$ cat src/rtl/fdc_multi.sv
// fdc_multi: multi-channel frequency-to-digital converter.
// Counts synchronised edges per channel over a gate window and latches saturating results.
module fdc_multi #(
    parameter int CHANNELS    = 2,
    parameter int CNT_W       = 16,
    parameter int GATE_W      = 16,
    parameter int SYNC_STAGES = 2,
    localparam int SEL_W      = (CHANNELS > 1) ? $clog2(CHANNELS) : 1
) (
    input  logic                clk,
    input  logic                rst,
    input  logic                en,
    input  logic                start,
    input  logic                continuous,
    input  logic                mode,
    input  logic [GATE_W-1:0]   gate_len,
    input  logic [CHANNELS-1:0] sig_in,
    input  logic [SEL_W-1:0]    sel,
    output logic [CNT_W-1:0]    count_out,
    output logic                valid,
    output logic                busy,
    output logic [CHANNELS-1:0] overflow
);

    // state    | meaning
    // ST_IDLE  | waiting for en & (start | continuous)
    // ST_COUNT | gate window open, accumulators counting qualified edges
    // ST_DONE  | results just latched, valid high, dead cycle before re-arm
    typedef enum logic [1:0] {
        ST_IDLE  = 2'd0,
        ST_COUNT = 2'd1,
        ST_DONE  = 2'd2
    } state_t;

    localparam logic [CNT_W-1:0] CNT_MAX = {CNT_W{1'b1}};

    state_t              r_state;
    logic [GATE_W-1:0]   r_gate;
    logic [CNT_W-1:0]    r_acc    [CHANNELS];
    logic [CNT_W-1:0]    r_result [CHANNELS];
    logic [CHANNELS-1:0] r_ov_work;
    logic [CHANNELS-1:0] r_overflow;
    logic                r_valid;
    logic                r_busy;

    logic [CHANNELS-1:0] r_sync [SYNC_STAGES];
    logic [CHANNELS-1:0] r_hist;
    logic [CHANNELS-1:0] w_sync_out;
    logic [CHANNELS-1:0] w_evt;
    logic [CNT_W-1:0]    w_acc_nxt [CHANNELS];
    logic [CHANNELS-1:0] w_sat;
    logic [GATE_W-1:0]   w_gate_load;

    assign w_sync_out  = r_sync[SYNC_STAGES-1];
    assign w_evt       = mode ? (w_sync_out ^ r_hist) : (w_sync_out & ~r_hist);
    assign w_gate_load = (gate_len == '0) ? GATE_W'(1) : gate_len;

    always_ff @(posedge clk or posedge rst) begin
        if (rst) begin
            for (int i = 0; i < SYNC_STAGES; i++) r_sync[i] <= '0;
            r_hist <= '0;
        end else begin
            r_sync[0] <= sig_in;
            for (int i = 1; i < SYNC_STAGES; i++) r_sync[i] <= r_sync[i-1];
            r_hist <= w_sync_out;
        end
    end

    // Saturating increment; w_sat marks an edge lost at full scale.
    always_comb begin
        w_sat = '0;
        for (int c = 0; c < CHANNELS; c++) begin
            w_acc_nxt[c] = r_acc[c];
            if (w_evt[c]) begin
                if (r_acc[c] == CNT_MAX) w_sat[c] = 1'b1;
                else                     w_acc_nxt[c] = r_acc[c] + CNT_W'(1);
            end
        end
    end

    always_ff @(posedge clk or posedge rst) begin
        if (rst) begin
            r_state    <= ST_IDLE;
            r_gate     <= '0;
            r_ov_work  <= '0;
            r_overflow <= '0;
            r_valid    <= 1'b0;
            r_busy     <= 1'b0;
            for (int c = 0; c < CHANNELS; c++) begin
                r_acc[c]    <= '0;
                r_result[c] <= '0;
            end
        end else begin
            r_valid <= 1'b0;
            case (r_state)
                ST_IDLE: begin
                    if (en && (start || continuous)) begin
                        r_state   <= ST_COUNT;
                        r_busy    <= 1'b1;
                        r_gate    <= w_gate_load;
                        r_ov_work <= '0;
                        for (int c = 0; c < CHANNELS; c++) r_acc[c] <= '0;
                    end
                end
                ST_COUNT: begin
                    if (!en) begin
                        r_state <= ST_IDLE;
                        r_busy  <= 1'b0;
                    end else if (r_gate == GATE_W'(1)) begin
                        r_state    <= ST_DONE;
                        r_valid    <= 1'b1;
                        r_overflow <= r_ov_work | w_sat;
                        for (int c = 0; c < CHANNELS; c++) r_result[c] <= w_acc_nxt[c];
                    end else begin
                        r_gate    <= r_gate - GATE_W'(1);
                        r_ov_work <= r_ov_work | w_sat;
                        for (int c = 0; c < CHANNELS; c++) r_acc[c] <= w_acc_nxt[c];
                    end
                end
                ST_DONE: begin
                    if (en && continuous) begin
                        r_state   <= ST_COUNT;
                        r_gate    <= w_gate_load;
                        r_ov_work <= '0;
                        for (int c = 0; c < CHANNELS; c++) r_acc[c] <= '0;
                    end else begin
                        r_state <= ST_IDLE;
                        r_busy  <= 1'b0;
                    end
                end
                default: begin
                    r_state <= ST_IDLE;
                    r_busy  <= 1'b0;
                end
            endcase
        end
    end

    always_comb begin
        count_out = '0;
        if (int'(sel) < CHANNELS) count_out = r_result[sel];
    end

    assign valid    = r_valid;
    assign busy     = r_busy;
    assign overflow = r_overflow;

endmodule

$ cat config.mk
export PLATFORM = sky130hd
export DESIGN_NAME = fdc_multi
export DESIGN_NICKNAME = d
export VERILOG_FILES = /design/src/rtl/fdc_multi.sv
export SDC_FILE = /design/constraint.sdc
export NUM_CORES = 1
export LEC_CHECK = 0
export BUFFER_PORTS_ARGS = -buffer_cell sky130_fd_sc_hd__clkbuf_2
export CAP_MARGIN = 20
export CORE_MARGIN = 8
export CORE_UTILIZATION = 35
export CTS_BUF_LIST = sky130_fd_sc_hd__clkbuf_4
export DETAILED_ROUTE_END_ITERATION = 7
export GPL_ROUTABILITY_DRIVEN = 0
export GPL_TIMING_DRIVEN = 0
export REMOVE_ABC_BUFFERS = 1
export SETUP_SLACK_MARGIN = 0.4
export SYNTH_ARGS = -nofsm -noshare
export SYNTH_HDL_FRONTEND = slang
export SYNTH_SLANG_ARGS = --single-unit
$ cat constraint.sdc
create_clock -name clk -period 3.9 [get_ports clk]
set_input_delay 0.195 -clock clk [delete_from_list [all_inputs] [get_ports clk]]
set_output_delay 0.195 -clock clk [all_outputs]
set_load 0.01 [all_outputs]
==> run metrics, run 1 <==
I/O Buffers between 40 and 50; antenna-violating nets left 0; Die Width 138 um; area grow syn2layout 12.3%; Core ar. 14600 um^2; Clock Latency Late Sink 0.49 ns; post-layout min period 3.24 ns; Max Cap Viol 0; number of CTS-inserted buffers 9; largest net degree at the start of global routing 70; final wirelength 13300 um; Net Switching 728 uW; row count between 40 and 50; PD cells 375 nW/um^2; DIE AREA 19100 um^2; fin crit share 83.1%; CP max stage delay a little under 0.9 ns; initial antenna violation count 0; TritonCTS Sinks 94; IO Count 45; Sw Ratio 33.0%; clk slew on worst S/H paths 0.14 ns; Post-synth EDFFs 0; drt pass-1 iters 5; Cell variety after synth 61; CP Launch Point r_gate[1]; Setup WS pre-CTS about 0.19 ns; dpl hpwl just over 9000 um; Post-Syn Instances 572; Layout Nets between 600 and 700; commonest non-fill, non-tap cell in the layout dfrtp_1; drc violations 0; Slew HR 37.1%; VDD IR max 0.227 mV; Critical-path top delay cell nor2_2; GRT Overall Usage around 14%; die height 138 um; crit start category flop; Gate power share 19.5%; Data required, critical path 4.24 ns; clk buf depth 2; DR iter-0 viols 405; vias per inst 5.60; synthesized flop and latch total 94; vias in the first global route around 4400; Internal Power about 1.5 mW; final setup violation count 0; Fin. Hold Viols 0; first-pass GRT wire length 22300 um; Post-Syn Area approximately 5200 um^2; Ys Warns 0; critical path class flop to flop; hold_sp gate_len[2]; Syn Area/Cell 9.16 um^2; Top FF cell, synth dfrtp_1; status completed; Max Slew Vio Count 0; min-delay worst type input port to flop; Seq/Total Area, Yosys 44.9%; clock power share 28.4%; WP buf/inv 1; area of the multi-input gates roughly 2700 um^2; wire length per cell 16.6 um; GRT Residual Overflow 0; Slew @ Worst Pin 0.942 ns; FF+latch area 2350 um^2; H-tree depth 3; final setup margin 0.658 ns; worst path arrival time 3.58 ns; reg2reg start r_gate[1]; async set-reset flop share out of synthesis 100%; Leakage 2.46 nW; setup TNS 0 ns; number of diodes 0; most frequent cells in the layout 94 x dfrtp_1, 65 x o21ai_0, 57 x nand2_1; CTS tree done; Initial Util 35.9%; f_max 308 MHz; share of cells above drive strength 1 15.7%; total number of vias 4494; share of power burned in registers 52.1%; fill cell count approximately 1400; clk root buf clkbuf_4; CP max FO 40; RSZ-0062 raised after global routing no; # resized after CTS 0; crit path cell chain inv_1 > ha_1 > or4b_4 > o41a_2 > nor2_2 > o21ai_0; CP top delay family simple AND/OR/NAND/NOR gates; clk_skew 0.0146 ns; CP endpoint kind flop
## final timing paths
| kind | end | slack, ns | cells past startpoint |
|---|---|---|---|
| worst max-delay path | r_gate[15] | 0.66 | 6 |
| worst min-delay path | r_gate[2] | 0.03 | 3 |
| worst max register to register | r_gate[15] | 0.66 | 6 |
| worst min register to register | w_sync_out[1] | 0.36 | 0 |
| max in group asynchronous | r_acc[17] | 3.04 | 4 |
| min in group asynchronous | w_sync_out[1] | 0.21 | 3 |
## state kept, by name (all words and copies together), names as in the netlist, 2 cells and up
signal      count
overflow        2
r_acc          32
r_gate         16
r_hist          2
r_ov_work       2
r_result       32
r_state         2
r_sync          2
w_sync_out      2
## Yosys cell counts, drive strengths merged (2+ instances only)
cell type,count,area [um^2]
clkbuf,12,45.0
or3,7,43.8
xnor2,14,123
a31oi,19,119
mux2i,6,60.1
buf,18,109
nand2b,6,37.5
a211o,3,26.3
o22a,2,17.5
o211ai,3,22.5
dfrtp,94,2350
nand2,58,218
a22o,2,17.5
nor2b,4,25.0
a21oi,35,175
inv,19,71.3
a22oi,3,22.5
and4,3,26.3
and3,7,43.8
o22ai,2,12.5
nor4,11,68.8
nand4b,2,17.5
o2111ai,3,26.3
mux2,16,180
xor2,9,78.8
nand3,22,110
o21a,5,37.5
a2111o,2,22.5
nor3,16,85.1
nor3b,3,22.5
and2,3,18.8
or4,5,37.5
ha,6,75.1
o21ai,68,340
nand4,7,43.8
o31a,5,43.8
o2bb2ai,4,35.0
a32oi,3,26.3
a41oi,3,26.3
o31ai,4,30.0
a211oi,2,15.0
a21o,6,45.0
nor2,37,146
## cells by family (layout without fill, tap and decap cells)
group,after synthesis,after routing,share of synthesized area (%)
AND/OR/NAND/NOR,196,197,18.9
AO/OA/AOI/OAI,182,182,22.0
flip-flops,94,94,44.9
buffers and inverters,49,94,4.30
XOR/XNOR,23,23,3.84
multiplexers,22,22,4.58
adder cells (fa/ha/maj),6,6,1.43
## repair_timing
item,CTS,global route
setup endpoints to repair,27,7
buffers inserted,0,5
hold buffers,7,0
endpoints found under the hold margin,31,0
pin swaps,1,1
gates cloned,1,0
## final cells by class
cell class | instances | share of cell area (%)
clock buffer | 9 | 1.15
clock inverter | 7 | 1.68
inverter | 19 | 1.25
multi-input combinational | 430 | 45.4
sequential | 94 | 40.0
tap | 184 | 3.91
timing repair buffer | 59 | 6.63
## power groups by stage
stage / Clock [mW] / Sequential, mW / Combinational, mW
floorplan: 0 / 1.14 / 0.285
CTS: 0.652 / 1.15 / 0.416
global route: 0.687 / 1.16 / 0.481
finish: 0.628 / 1.15 / 0.430
global placement: 0 / 1.16 / 0.384
detailed placement: 0 / 1.17 / 0.403
## worst register-to-register path, cell delays in order, from the launching register on
cell	delay, ns
dfrtp_1	0.42
inv_1	0.11
ha_1	0.17
or4b_4	0.50
o41a_2	0.84
nor2_2	0.88
o21ai_0	0.20
## layer usage
metal,vias up,wire [um],GRT usage (%)
met1,2172,6440,18.6
met5,-,0,0
met2,124,5910,21.5
li1,2182,-,-
met4,0,168,4.06
met3,16,798,4.08
## through the flow
step                cell area [um^2]  hold WS, ns  utilization [%]  cells  power (mW)
CTS                             5840      0.00248             40.0    797        2.22
floorplan                       5090        0.226                -    542        1.43
global placement                5540        0.306             38.0    770        1.54
finish                          5890       0.0266             40.4    802        2.21
global route                    5890       0.0172             40.4    802        2.33
detailed placement              5590        0.204             38.3    773        1.57
Power figures use the tool's default switching activity.
==> inputs of run 2 (changes only) <==
Settings changed: ABC_AREA set to 1.
Clock period 3.9 ns to 2.6 ns, I/O delays scaled along.
==> run 2 against run 1 <==
Net effect: power grew 70%; worst hold slack gained 0.038 ns; final cell count grew 38%; clock-buffer cell count grew 2; sequential cell count is the same; first-iteration DRC count shrank 39%; clock power grew 13%.
==> run metrics, run 2 <==
most frequent cell after synthesis nand2_1 (was dfrtp_1); clk root buf clkbuf_4 (unchanged); VDD IR max 0.371 mV (was 0.227 mV); IO Count 45 (unchanged); fin util 40.7% (was 40.4%); Setup WS pre-CTS -0.162 ns (was 0.187 ns); Initial Util 35.8% (was 35.9%); post-synth top area cell dfrtp_1 (unchanged); number of diodes 0 (unchanged); GR Util met3 3.22% (was 4.08%); Data required, critical path 3.02 ns (was 4.24 ns); area of the multi-input gates 2910 um^2 (was 2670 um^2); PD cells 580 nW/um^2 (was 375 nW/um^2); Cell variety after synth 30 (was 61); area grow syn2layout 13.5% (was 12.3%); Sw Ratio 40.4% (was 33.0%); final wirelength 14500 um (was 13300 um); Max Slew Vio Count 0 (unchanged); clock power share 18.9% (was 28.4%); min-delay worst type input port to flop (unchanged); synthesized flop and latch total 94 (unchanged); largest net degree at the start of global routing 65 (was 70); worst path arrival time 2.38 ns (was 3.58 ns); TritonCTS Sinks 94 (unchanged); leading post-synthesis cells by cell area dfrtp_1 41%, nand2_1 25%, nand3_1 5.7%, inv_1 5.0%, nor2_1 4.0% (was dfrtp_1 45%, o21ai_0 6.2%, nand2_1 4.2%, mux2_2 3.4%, a21oi_1 3.3%); clk slew on worst S/H paths 0.14 ns (about the same); post-synth top area share 41.2% (was 44.9%); clk buf depth 2 (unchanged); most frequent cells in the layout 382 x nand2_1, 94 x dfrtp_1, 73 x inv_1 (was 94 x dfrtp_1, 65 x o21ai_0, 57 x nand2_1); Internal Power 2.24 mW (was 1.48 mW); final setup violation count 0 (unchanged); Post-synth EDFFs 0 (unchanged); Post-Syn Instances 826 (was 572); CP max FO 43 (was 40); setup TNS 0 ns (unchanged); GRT Overall Usage 14.5% (was 14.0%); critical path class flop to flop (unchanged); Top FF cell, synth dfrtp_1 (unchanged); M2 GR Usage 23.4% (was 21.5%); Seq/Total Area, Yosys 41.2% (was 44.9%); H-tree depth 3 (unchanged); Gate power share 32.6% (was 19.5%); final instance area 6480 um^2 (was 5890 um^2); Core ar. 15900 um^2 (was 14600 um^2); RSZ-0062 raised after global routing no (unchanged); Slew @ Worst Pin 0.545 ns (was 0.942 ns); Max Cap Viol 0 (unchanged); row count 46 (was 44); clk_skew 0.0233 ns (was 0.0146 ns); top flop regs r_acc (32), r_result (32), r_gate (16) (unchanged); total number of vias 5162 (was 4494); Die Width 144 um (was 138 um); dpl hpwl 9720 um (was 9150 um); share of power burned in registers 48.5% (was 52.1%); antenna-violating nets left 0 (unchanged); final setup margin 0.642 ns (was 0.658 ns); layer with the highest usage met2 (unchanged); first-pass GRT wire length 24000 um (was 22300 um); Layout Nets 916 (was 644); Leakage 3.39 nW (was 2.46 nW); number of CTS-inserted buffers 9 (unchanged); Net Switching 1.52 mW (was 728 uW); synth cell count leaders 383 x nand2_1, 94 x dfrtp_1, 76 x inv_1 (was 94 x dfrtp_1, 65 x o21ai_0, 58 x nand2_1); wire length per cell 13.1 um (was 16.6 um); vias per inst 4.67 (was 5.60); f_max 511 MHz (was 308 MHz); met1 usage 19.0% (was 18.6%); Clock Latency Late Sink 0.49 ns (about the same); share of cells above drive strength 1 11.9% (was 15.7%); I/O Buffers 44 (unchanged); CTS tree done (unchanged); Ys Warns 0 (unchanged); initial antenna violation count 0 (unchanged); CP endpoint kind flop (unchanged); GRT Residual Overflow 0 (unchanged); DIE AREA 20700 um^2 (was 19100 um^2); Post-Syn Area 5710 um^2 (was 5240 um^2); fill cell count 1693 (was 1441); Fin. Hold Viols 0 (unchanged); Slew HR 63.7% (was 37.1%); Syn Area/Cell 6.91 um^2 (was 9.16 um^2); drc violations 0 (unchanged); status completed (unchanged); cell area after placement 6050 um^2 (was 5590 um^2); post-layout min period 1.96 ns (was 3.24 ns); vias in the first global route 4946 (was 4384); DR iter-0 viols 248 (was 405); drt pass-1 iters 5 (unchanged); commonest non-fill, non-tap cell in the layout nand2_1 (was dfrtp_1); crit start category flop (unchanged); FF+latch area 2350 um^2 (unchanged); die height 144 um (was 138 um); fin crit share 75.3% (was 83.1%); async set-reset flop share out of synthesis 100% (unchanged)
-- run 2: cell count changes after synthesis, sizes merged, moves of 10 or more --
cell and change:
xnor2 -14, nor3 -12, inv +60, nand2 +326, a21oi -33, a31oi -17, nand3 +43, nand4 +10
nor2 +33, o21ai -27, nor4 -11, nand3b +12
-- run 2: power groups by stage --
stage	clock network, mW	logic (mW)	registers [mW]
after floorplan	0	0.840	1.80
after global placement	0	1.11	1.85
after detailed placement	0	1.13	1.85
after CTS	0.744	1.15	1.82
after global routing	0.803	1.40	1.86
final	0.712	1.23	1.83
-- run 2: logic make-up (layout without fill, tap and decap cells) --
kind of cell,Yosys count,count (layout),synth area share (%)
mux,14,14,2.76
fa+ha+maj,6,6,1.31
compound gates,48,48,4.49
buf+inv,104,166,8.65
flops,94,94,41.2
xor+xnor,7,7,1.07
simple gates,553,555,40.5
-- run 2: repair_timing --
| action | CTS | global route |
|---|---|---|
| setup endpoints to repair | 78 | 77 |
| pin swaps | 2 | 2 |
| hold endpoints to repair | 46 | 0 |
| setup buffers | 1 | 6 |
| resized for setup | 1 | 13 |
| gates cloned | 0 | 3 |
| hold buffers | 17 | 0 |
-- run 2: routing by layer --
metal  part of all wire (%)  wire length [um]
met1                     49              7070
met2                     45              6570
met3                    4.9               702
met4                   0.80               115
met5                      0                 0
-- run 2: critical path, cell delays in order, from the launching register on --
cell,delay (ns)
dfrtp_1,0.39
inv_1,0.14
ha_1,0.26
nand3_1,0.09
nor2_1,0.09
nand3_1,0.18
nand2_1,0.22
nand2_8,0.18
clkinv_16,0.18
nand2_1,0.07
nand2_1,0.07
-- run 2: worst paths after layout --
| kind | start | end | slack (ns) | cells after the start |
|---|---|---|---|---|
| min in group asynchronous | rst | r_acc[11] | 0.17 | 3 |
| setup reg to reg | r_gate[1] | r_gate[7] | 0.64 | 10 |
| hold reg to reg | r_sync[2] | w_sync_out[0] | 0.37 | 0 |
| setup / recovery | r_gate[1] | r_gate[7] | 0.64 | 10 |
| max in group asynchronous | rst | r_acc[18] | 1.78 | 4 |
| hold / removal | gate_len[4] | r_gate[4] | 0.06 | 5 |
-- run 2: final cells by class --
class                   count  share of cell area (%)
flip-flops and latches     94                    36.3
repair buffers             70                    7.68
clock inverters             5                   0.405
multi-input cells         630                    44.9
inverters                  79                    5.13
clock buffers              11                    1.27
well taps                 216                    4.17
repair inverters            1                   0.116
-- run 2: stage by stage --
| step | hold slack [ns] | std cells | total power, mW |
|---|---|---|---|
| after floorplan | 0.161 | 801 | 2.64 |
| after global placement | 0.240 | 1061 | 2.96 |
| after detailed placement | 0.166 | 1063 | 2.98 |
| after CTS | 0.0201 | 1097 | 3.72 |
| after global routing | 0.0506 | 1106 | 4.06 |
| final | 0.0647 | 1106 | 3.76 |
